--- config.mk ---
export PLATFORM = sky130hd
export DESIGN_NAME = output_writer
export DESIGN_NICKNAME = d
export VERILOG_FILES = /design/src/rtl/output_writer_pkg.sv /design/src/rtl/output_writer_requant_lane.sv /design/src/rtl/output_writer.sv
export SDC_FILE = /design/constraint.sdc
export NUM_CORES = 1
export LEC_CHECK = 0
export ABC_AREA = 0
export CAP_MARGIN = 5
export CORE_ASPECT_RATIO = 2
export CORE_UTILIZATION = 43
export DETAILED_ROUTE_END_ITERATION = 10
export PLACE_DENSITY = 0.65
export SLEW_MARGIN = 20
export SYNTH_ARGS = -nofsm -noshare
export SYNTH_HDL_FRONTEND = slang
export SYNTH_SLANG_ARGS = --single-unit
--- constraint.sdc ---
create_clock -name clk -period 3.4 [get_ports clk]
set_clock_uncertainty 0.1 [all_clocks]
set_input_delay 0.51 -clock clk [delete_from_list [all_inputs] [get_ports clk]]
set_output_delay 0.51 -clock clk [all_outputs]
set_load 0.02 [all_outputs]
--- src/rtl/output_writer_pkg.sv ---
// Shared definitions for the kernel router / output writer pair:
// FSM state encodings, default datapath widths and requantisation limits.
package output_writer_pkg;

  typedef enum logic [1:0] {
    IDLE   = 2'd0,
    ACCEPT = 2'd1,
    WRITE  = 2'd2,
    DONE   = 2'd3
  } stateT;

  localparam int DATA_WIDTH = 8;
  localparam int ACC_WIDTH  = 20;
  localparam int SAT_MAX    = 127;
  localparam int SAT_MIN    = -128;

endpackage

--- src/rtl/output_writer_requant_lane.sv ---
// Requantises one signed accumulator lane to a buffer word:
// arithmetic shift, optional ReLU, then saturation to the signed byte range.
module requant_lane
  import output_writer_pkg::*;
#(
  parameter int AccWidth  = ACC_WIDTH,
  parameter int DataWidth = DATA_WIDTH
) (
  input  logic signed [AccWidth-1:0]  laneIn,
  input  logic        [3:0]           shift,
  input  logic                        reluEn,
  output logic        [DataWidth-1:0] dataOut,
  output logic                        sat
);

  localparam logic signed [AccWidth-1:0] MaxVal = AccWidth'(SAT_MAX);
  localparam logic signed [AccWidth-1:0] MinVal = AccWidth'(SAT_MIN);

  logic signed [AccWidth-1:0] shifted;
  logic signed [AccWidth-1:0] clamped;

  // ReLU happens before saturation, so zeroing a negative never counts as a clip.
  always_comb begin
    shifted = laneIn >>> shift;
    clamped = shifted;
    if (reluEn && shifted[AccWidth-1]) clamped = '0;
    sat     = 1'b0;
    dataOut = clamped[DataWidth-1:0];
    if (clamped > MaxVal) begin
      dataOut = MaxVal[DataWidth-1:0];
      sat     = 1'b1;
    end else if (clamped < MinVal) begin
      dataOut = MinVal[DataWidth-1:0];
      sat     = 1'b1;
    end
  end

endmodule

--- src/rtl/output_writer.sv ---
// Write-side partner of the kernel router: accepts beats of accumulator lanes,
// requantises them and writes one byte per cycle into the output buffer.
module output_writer
  import output_writer_pkg::*;
#(
  parameter int NumLanes   = 4,
  parameter int AccWidth   = ACC_WIDTH,
  parameter int DataWidth  = DATA_WIDTH,
  parameter int Depth      = 32,
  parameter int AddrWidth  = $clog2(Depth),
  parameter int CountWidth = 2*AddrWidth,
  parameter int LaneWidth  = $clog2(NumLanes+1)
) (
  input  logic                         clk,
  input  logic                         rst,
  input  logic                         startEn,
  input  logic [AddrWidth-1:0]         baseAddr,
  input  logic [AddrWidth-1:0]         outputWidth,
  input  logic [3:0]                   shift,
  input  logic                         reluEn,
  input  logic                         resultValid,
  output logic                         resultReady,
  input  logic [NumLanes*AccWidth-1:0] resultIn,
  input  logic [LaneWidth-1:0]         resultCount,
  output logic                         writeEn,
  output logic [AddrWidth-1:0]         writeAddr,
  output logic [DataWidth-1:0]         dataOut,
  output logic                         busy,
  output logic                         finished,
  output logic                         satFlag,
  output logic [1:0]                   state
);

  stateT                       stateQ, stateD;
  logic [AddrWidth-1:0]        baseQ;
  logic [3:0]                  shiftQ;
  logic                        reluQ;
  logic [CountWidth-1:0]       totalQ, writtenQ, remaining;
  logic [NumLanes*AccWidth-1:0] laneRegQ;
  logic [LaneWidth-1:0]        laneCntQ, laneIdxQ, beatCount, trimmedCount;
  logic                        lastLane;
  logic signed [AccWidth-1:0]  laneSel;
  logic [DataWidth-1:0]        laneData;
  logic                        laneSat;

  // A zero or oversized count means a full beat; never write past the job total.
  always_comb begin
    beatCount = resultCount;
    if (resultCount == '0 || resultCount > LaneWidth'(NumLanes))
      beatCount = LaneWidth'(NumLanes);
    remaining    = totalQ - writtenQ;
    trimmedCount = beatCount;
    if (CountWidth'(beatCount) > remaining)
      trimmedCount = remaining[LaneWidth-1:0];
  end

  assign lastLane = (laneIdxQ == laneCntQ - LaneWidth'(1));
  assign laneSel  = laneRegQ[laneIdxQ*AccWidth +: AccWidth];

  requant_lane #(
    .AccWidth (AccWidth),
    .DataWidth(DataWidth)
  ) uRequant (
    .laneIn (laneSel),
    .shift  (shiftQ),
    .reluEn (reluQ),
    .dataOut(laneData),
    .sat    (laneSat)
  );

  always_ff @(posedge clk or negedge rst) begin
    if (!rst) stateQ <= IDLE;
    else      stateQ <= stateD;
  end

  always_comb begin
    stateD = stateQ;
    case (stateQ)
      IDLE, DONE: if (startEn) stateD = (outputWidth == '0) ? DONE : ACCEPT;
      ACCEPT:     if (resultValid) stateD = WRITE;
      WRITE:      if (lastLane)
                    stateD = (writtenQ + CountWidth'(1) == totalQ) ? DONE : ACCEPT;
      default:    stateD = IDLE;
    endcase
  end

  // Address wraps by truncation, which matches mod Depth for power-of-two depths.
  always_ff @(posedge clk or negedge rst) begin
    if (!rst) begin
      baseQ     <= '0;
      shiftQ    <= '0;
      reluQ     <= 1'b0;
      totalQ    <= '0;
      writtenQ  <= '0;
      laneRegQ  <= '0;
      laneCntQ  <= '0;
      laneIdxQ  <= '0;
      writeEn   <= 1'b0;
      writeAddr <= '0;
      dataOut   <= '0;
      finished  <= 1'b0;
      satFlag   <= 1'b0;
    end else begin
      writeEn <= 1'b0;
      case (stateQ)
        IDLE, DONE: if (startEn) begin
          baseQ    <= baseAddr;
          shiftQ   <= shift;
          reluQ    <= reluEn;
          totalQ   <= CountWidth'(outputWidth) * CountWidth'(outputWidth);
          writtenQ <= '0;
          satFlag  <= 1'b0;
          finished <= (outputWidth == '0);
        end
        ACCEPT: if (resultValid) begin
          laneRegQ <= resultIn;
          laneCntQ <= trimmedCount;
          laneIdxQ <= '0;
        end
        WRITE: begin
          writeEn   <= 1'b1;
          writeAddr <= baseQ + writtenQ[AddrWidth-1:0];
          dataOut   <= laneData;
          satFlag   <= satFlag | laneSat;
          writtenQ  <= writtenQ + CountWidth'(1);
          laneIdxQ  <= laneIdxQ + LaneWidth'(1);
          if (stateD == DONE) finished <= 1'b1;
        end
        default: ;
      endcase
    end
  end

  assign resultReady = (stateQ == ACCEPT);
  assign busy        = (stateQ == ACCEPT) || (stateQ == WRITE);
  assign state       = stateQ;

endmodule

# Word-level counts from Yosys, hierarchy flattened
# Index checks and enable logic that the tools add are counted.
# W data, S select, Z words.
[word_totals]
in_bits = 102
register_bits = 134
[classes]
n_reduce_logical = 14
magnitude_cmp = 4
n_mux = 23
addsub = 5
eq_ne = 9
multipliers = 2
shift = 2
n_bitwise = 1
[op_table]
columns = ["operator", "count"]
rows = [
  ["$shiftx A80 B9 Y20", 1],
  ["$gt A20 B8 Y1 const B", 1],
  ["$lt A20 B8 Y1 const B", 1],
  ["$mux W20", 1],
  ["$pmux W10 S2", 1],
  ["$sshr A20 B4 Y20", 1],
  ["$mux W8", 2],
  ["$add A10 B1 Y10 const B", 1],
  ["$eq A10 B10 Y1", 1],
  ["$gt A3 B10 Y1", 1],
  ["$mul A5 B5 Y10", 1],
  ["$mux W10", 1],
  ["$mux W2", 5],
  ["$sub A10 B10 Y10", 1],
  ["$mux W3", 3],
  ["$reduce_and A2 Y1", 4],
  ["$eq A2 B2 Y1 const B", 3],
  ["$mul A3 B3 Y6 const B", 1],
  ["$mux W1", 6],
  ["$ne A2 B2 Y1 const B", 3],
  ["$pmux W2 S3", 1],
  ["$pmux W3 S2", 1],
  ["$add A5 B5 Y5", 1],
  ["$logic_not A5 Y1", 1],
  ["other kinds (14)", 17],
]

# Logic depth before layout (Yosys ltp)
[logic_depth]
ltp_word = 10
mapped_depth = 15
depth_no_buf = 15

# Cells and area by module
# A second synthesis with hierarchy kept.
[hier_totals]
hier_cells = 736
hier_area_um2 = 8394.3
[by_module_without_submodules]
columns = ["module", "cells_per_inst", "area_each_um2", "seq_area_each_um2", "instances"]
rows = [
  ["output_writer", 597, 7181.9, 3328.2, 1],
  ["requant_lane", 139, 1212.4, 0.0, 1],
]

# Worst setup path after synthesis
# Ideal clock, no wire load.
[synth_path]
kind = "input-to-reg"
from = "in outputWidth[4]"
to = "reg totalQ[9]"
t_arrival_ps = 3251
setup_ps = 136
path_stages = 14
path_slack_ps = -87
cell_sequence = "and2_1 -> fa_1 -> inv_1 -> fa_1 -> inv_1 -> ha_1 -> a21o_1 -> ha_1 -> a21o_1 -> a21oi_1 -> o21bai_1 -> a21oi_1 -> xnor2_1 -> o21ai_0"
[synth_between]
elab_chain_len = 1
[synth_rtl]
columns = ["item", "line", "text"]
rows = [
  ["start: declaration", "output_writer.sv:18", "input logic [AddrWidth-1:0] outputWidth,"],
  ["$mul A5 B5 Y10", "output_writer.sv:110", "totalQ <= CountWidth'(outputWidth) * CountWidth'(outputWidth);"],
  ["end signal: assignment", "output_writer.sv:110", ""],
  ["end: declaration", "output_writer.sv:38", "logic [CountWidth-1:0] totalQ, writtenQ, remaining;"],
]
# No other way between the ends.
# A chain may end at the register's enable or synchronous reset.

# Final worst setup path
# Ends and elaborated chain as after synthesis.

==> results.md <==
* Number of nets with antenna violations after routing at 0
* Row count at 72
* Multiplexer share of the synthesized area at 26.5%
* Width of the chip at 102 um
* Detailed-route via count at 6736
* Number of nets in the layout at 1052
* Final Instance Count excl. Fillers at 1189
* Worst Setup Slack, final at 169 ps
* Maximum ir drop on the vdd rail at 412 uV
* Peak fanout along the critical path at 3
* Cts bufs inserted at 17
* Mapped cell area at 8550 sq um
* Met2 routing resource usage after global routing at 48.1%
* Number of max-cap violations at 0
* Arrival @ worst endpoint at 3430 ps
* Capturing element type of the critical path: flip-flop
* Wire length after detailed routing at 24300 um
* Worst reg2reg path startpoint: laneIdxQ[1]
* Remaining routing DRC violations at 0
* Worst reg2reg path depth at 10
* Shortest clock period the worst path allows after layout at 3230 ps
* Num ports at 122
* Post-synthesis cell count at 771
* I/O Buffers at 121
* Post-detailed-placement half-perimeter wirelength at 18700 um
* End point of the worst hold path: laneCntQ[1]
* Fraction of post-synthesis cell area in the top cell type by area at 38.9%
* Synth area leader: sky130_fd_sc_hd__dfrtp_1
* Synthesized area per cell at 11.1 sq um
* Share of async-settable or async-resettable flops after synthesis at 100%
* Global-route usage over all layers at 25.3%
* Placed cell count at 1151
* Worst path required time at 3600 ps
* Highest-utilization routing layer at the global route stage: met2
* GR Util met1 at 23.1%
* Post-synth top flop: sky130_fd_sc_hd__dfrtp_1
* Drt via density at 5.67
* Adder-cell share of the synthesized area at 5.38%
* Xor and xnor fraction of the mapped netlist area at 3.45%
* Worst-Margin Slew at 960 ps
* Flop and latch count out of synthesis at 133
* Vias in the first global route at 7218
* Highest Clock Rate at 310 MHz
* Unique masters post-synth at 70
* Register clock-pin slew on the reported worst setup and hold paths at 60 ps
* Worst Hold Path Cells at 2
* Synth area leaders: sky130_fd_sc_hd__dfrtp_1 39%, sky130_fd_sc_hd__mux2_2 14%, sky130_fd_sc_hd__mux4_2 6.8%, sky130_fd_sc_hd__ha_1 4.7%, sky130_fd_sc_hd__mux2i_1 4.3%
* Synth Area in Compound Gates at 11.7%
* Power per standard cell area at 1050 nW/um^2
* Clock Sinks at 133
* Synthesized Nets at 908
* First-pass GRT wire length at 38200 um
* Worst setup slack before clock tree synthesis at -523 ps
* 1st-iter DRT viols at 277
* Static power due to leakage at 4.59 nW
* Share of the core filled with cells in the final layout at 56.5%
* Depth of the CTS H-tree at 4
* Wirelength per Cell at 20.5 um
* EDFF count, synth at 0
* Setup repair after global routing missed its margin: false
* Clock network latency to the later pin of the worst-skew pair at 430 ps
* Sum of overflow across all layers after global routing at 0
* Met3 usage at 3.68%
* Share of synthesized cell area in and, or, nand and nor gates at 9.49%
* Total setup violations reported at the end of the flow at 0
* Final hold violations at 0
* Clock root buffer master: sky130_fd_sc_hd__clkbuf_16
* Placeable core region at 19400 sq um
* Final period util at 95.0%
* Relative area change from synthesis to final layout at 28.0%
* Register-to-register setup slack at 190 ps
* FF-to-FF End: dataOut[0]
* Worst min-delay path category: flip-flop to flip-flop
* Number of warnings printed during yosys synthesis at 0
* DP Area at 10300 sq um
* Max transition margin at 34.3%
* Result of the run: completed
* Number of fill cells at 1726
* CTS tree: done
* Longest Clk Path Bufs at 2
* Die area at 20500 sq um
* Non-Filler Cell Area, Final at 10900 sq um
* Final weighted congestion in routability-driven placement at 0.946
* Largest net degree at the start of global routing at 55
* Sequential share of the synthesized area at 38.9%
* Combinational family with the most area after synthesis: multiplexers
* Setup Crit Path Kind: primary input to flip-flop
* Type of origin of the critical path: primary input
* Y dimension of the die at 201 um
* Hold Path Origin: laneCntQ[1]
* Pins Over Slew Limit at 0
* Fraction of layout instances using a drive strength above 1 at 25.3%
* Count of TritonRoute iterations in the first routing pass at 4
* Antenna violations before repair at 2
* Initial cell density of the core at 44.2%
* Total power of the final layout at 11.5 mW
[cells in the mapped netlist, types with 3 or more instances]
master	count
sky130_fd_sc_hd__a2111oi_0	4
sky130_fd_sc_hd__a211oi_1	3
sky130_fd_sc_hd__a21o_1	7
sky130_fd_sc_hd__a21oi_1	23
sky130_fd_sc_hd__a22o_1	4
sky130_fd_sc_hd__a22oi_1	4
sky130_fd_sc_hd__a31oi_1	3
sky130_fd_sc_hd__a32oi_1	3
sky130_fd_sc_hd__and2_1	11
sky130_fd_sc_hd__buf_1	8
sky130_fd_sc_hd__buf_2	7
sky130_fd_sc_hd__clkbuf_1	29
sky130_fd_sc_hd__clkinv_1	3
sky130_fd_sc_hd__dfrtp_1	133
sky130_fd_sc_hd__fa_1	3
sky130_fd_sc_hd__ha_1	32
sky130_fd_sc_hd__inv_1	38
sky130_fd_sc_hd__mux2_2	105
sky130_fd_sc_hd__mux2i_1	37
sky130_fd_sc_hd__mux4_1	5
sky130_fd_sc_hd__mux4_2	26
sky130_fd_sc_hd__nand2_1	59
sky130_fd_sc_hd__nand2b_1	8
sky130_fd_sc_hd__nand3_1	14
sky130_fd_sc_hd__nor2_1	36
sky130_fd_sc_hd__nor2b_1	7
sky130_fd_sc_hd__nor3_1	12
sky130_fd_sc_hd__nor3b_1	4
sky130_fd_sc_hd__nor4_1	4
sky130_fd_sc_hd__o2111ai_1	5
sky130_fd_sc_hd__o21a_1	4
sky130_fd_sc_hd__o21ai_0	32
sky130_fd_sc_hd__o21bai_1	3
sky130_fd_sc_hd__o221ai_1	7
sky130_fd_sc_hd__o22ai_1	6
sky130_fd_sc_hd__o2bb2ai_1	3
sky130_fd_sc_hd__o31a_1	3
sky130_fd_sc_hd__o31ai_1	8
sky130_fd_sc_hd__xnor2_1	24
sky130_fd_sc_hd__xor2_1	7
[worst max-delay path, cell delays in order]
cell	delay, ps
sky130_fd_sc_hd__dlygate4sd2_1	240
sky130_fd_sc_hd__and2_4	170
sky130_fd_sc_hd__fa_1	490
sky130_fd_sc_hd__inv_1	50
sky130_fd_sc_hd__fa_1	490
sky130_fd_sc_hd__inv_1	40
sky130_fd_sc_hd__ha_1	270
sky130_fd_sc_hd__a21o_1	180
sky130_fd_sc_hd__ha_4	220
sky130_fd_sc_hd__a21o_1	160
sky130_fd_sc_hd__a21oi_2	160
sky130_fd_sc_hd__o21bai_1	90
sky130_fd_sc_hd__a21oi_1	150
sky130_fd_sc_hd__xnor2_1	130
sky130_fd_sc_hd__o21ai_1	60
[flip-flops by register name, summed over array words and instances, names as in the netlist]
register,flops
writeEn,1
laneIdxQ,3
laneRegQ,80
writeAddr,5
shiftQ,4
reluQ,1
totalQ,9
laneCntQ,3
state,2
baseQ,5
writtenQ,10
dataOut,8
satFlag,1
finished,1
[layout make-up]
type,count,area [sq um],share of cell area [%]
tap,259,324,2.96
inverter,41,154,1.41
multi-input combinational,549,4870,44.5
timing repair buffer,173,1670,15.2
antenna,2,5.00,0.0457
clock buffer,19,453,4.14
sequential,133,3330,30.4
clock inverter,13,146,1.34
[worst max path at each step]
stage,start,endpoint,slack [ps],depth (start not counted)
finish,outputWidth[4],totalQ[9],170,15
global route,outputWidth[4],totalQ[9],10,15
CTS,outputWidth[1],totalQ[9],20,16
detailed placement,outputWidth[4],totalQ[9],-520,15
global placement,outputWidth[0],totalQ[9],-460,15
floorplan,outputWidth[4],totalQ[9],40,14
[repair_timing]
item / in CTS / in global routing
endpoints found under the setup margin: 1 / 8
gates cloned: 0 / 1
hold endpoints to repair: 51 / 0
hold buffers: 1 / 0
resized for setup: 3 / 8
setup buffers: 1 / 1
pin swaps: 3 / 9
[power by group]
part / switching, mW / internal, mW / total [mW]
combinational: 3.31 / 3.25 / 6.56
clock: 0.743 / 1.13 / 1.87
sequential: 0.694 / 2.35 / 3.04
total: 4.74 / 6.73 / 11.5
[placed cells by master (no fill, tap or decap), drive strengths merged, types with 8 or more instances in the layout]
cell type	instances
mux2i	37
o31ai	8
inv	42
nand3	14
clkdlybuf4s50	115
o21ai	34
buf	51
dfrtp	133
nor3	12
mux2	105
and2	11
nor2	37
clkbuf	20
nand2b	8
mux4	31
nand2	59
xnor2	24
a21oi	23
ha	32
[through the flow]
stage,setup TNS [ps],hold WS (ps)
2_1_floorplan,0,114
3_3_place_gp,-1460,370
3_5_place_dp,-1730,373
4_1_cts,0,391
5_1_grt,0,422
6_report,0,394
[layer usage]
layer | up-vias | wire length [um] | share of wire (%)
met2 | 195 | 14000 | 57
met5 | - | 0 | 0
met4 | 0 | 1880 | 7.7
met3 | 94 | 707 | 2.9
met1 | 3330 | 7780 | 32
li1 | 3117 | - | -
[cells by family after synthesis]
group | Yosys count
flip-flops | 133
adder cells (fa/ha/maj) | 35
XOR/XNOR | 32
AO/OA/AOI/OAI | 140
multiplexers | 173
AND/OR/NAND/NOR | 169
buffers and inverters | 89
No activity file was read; power rests on OpenSTA's default activity.
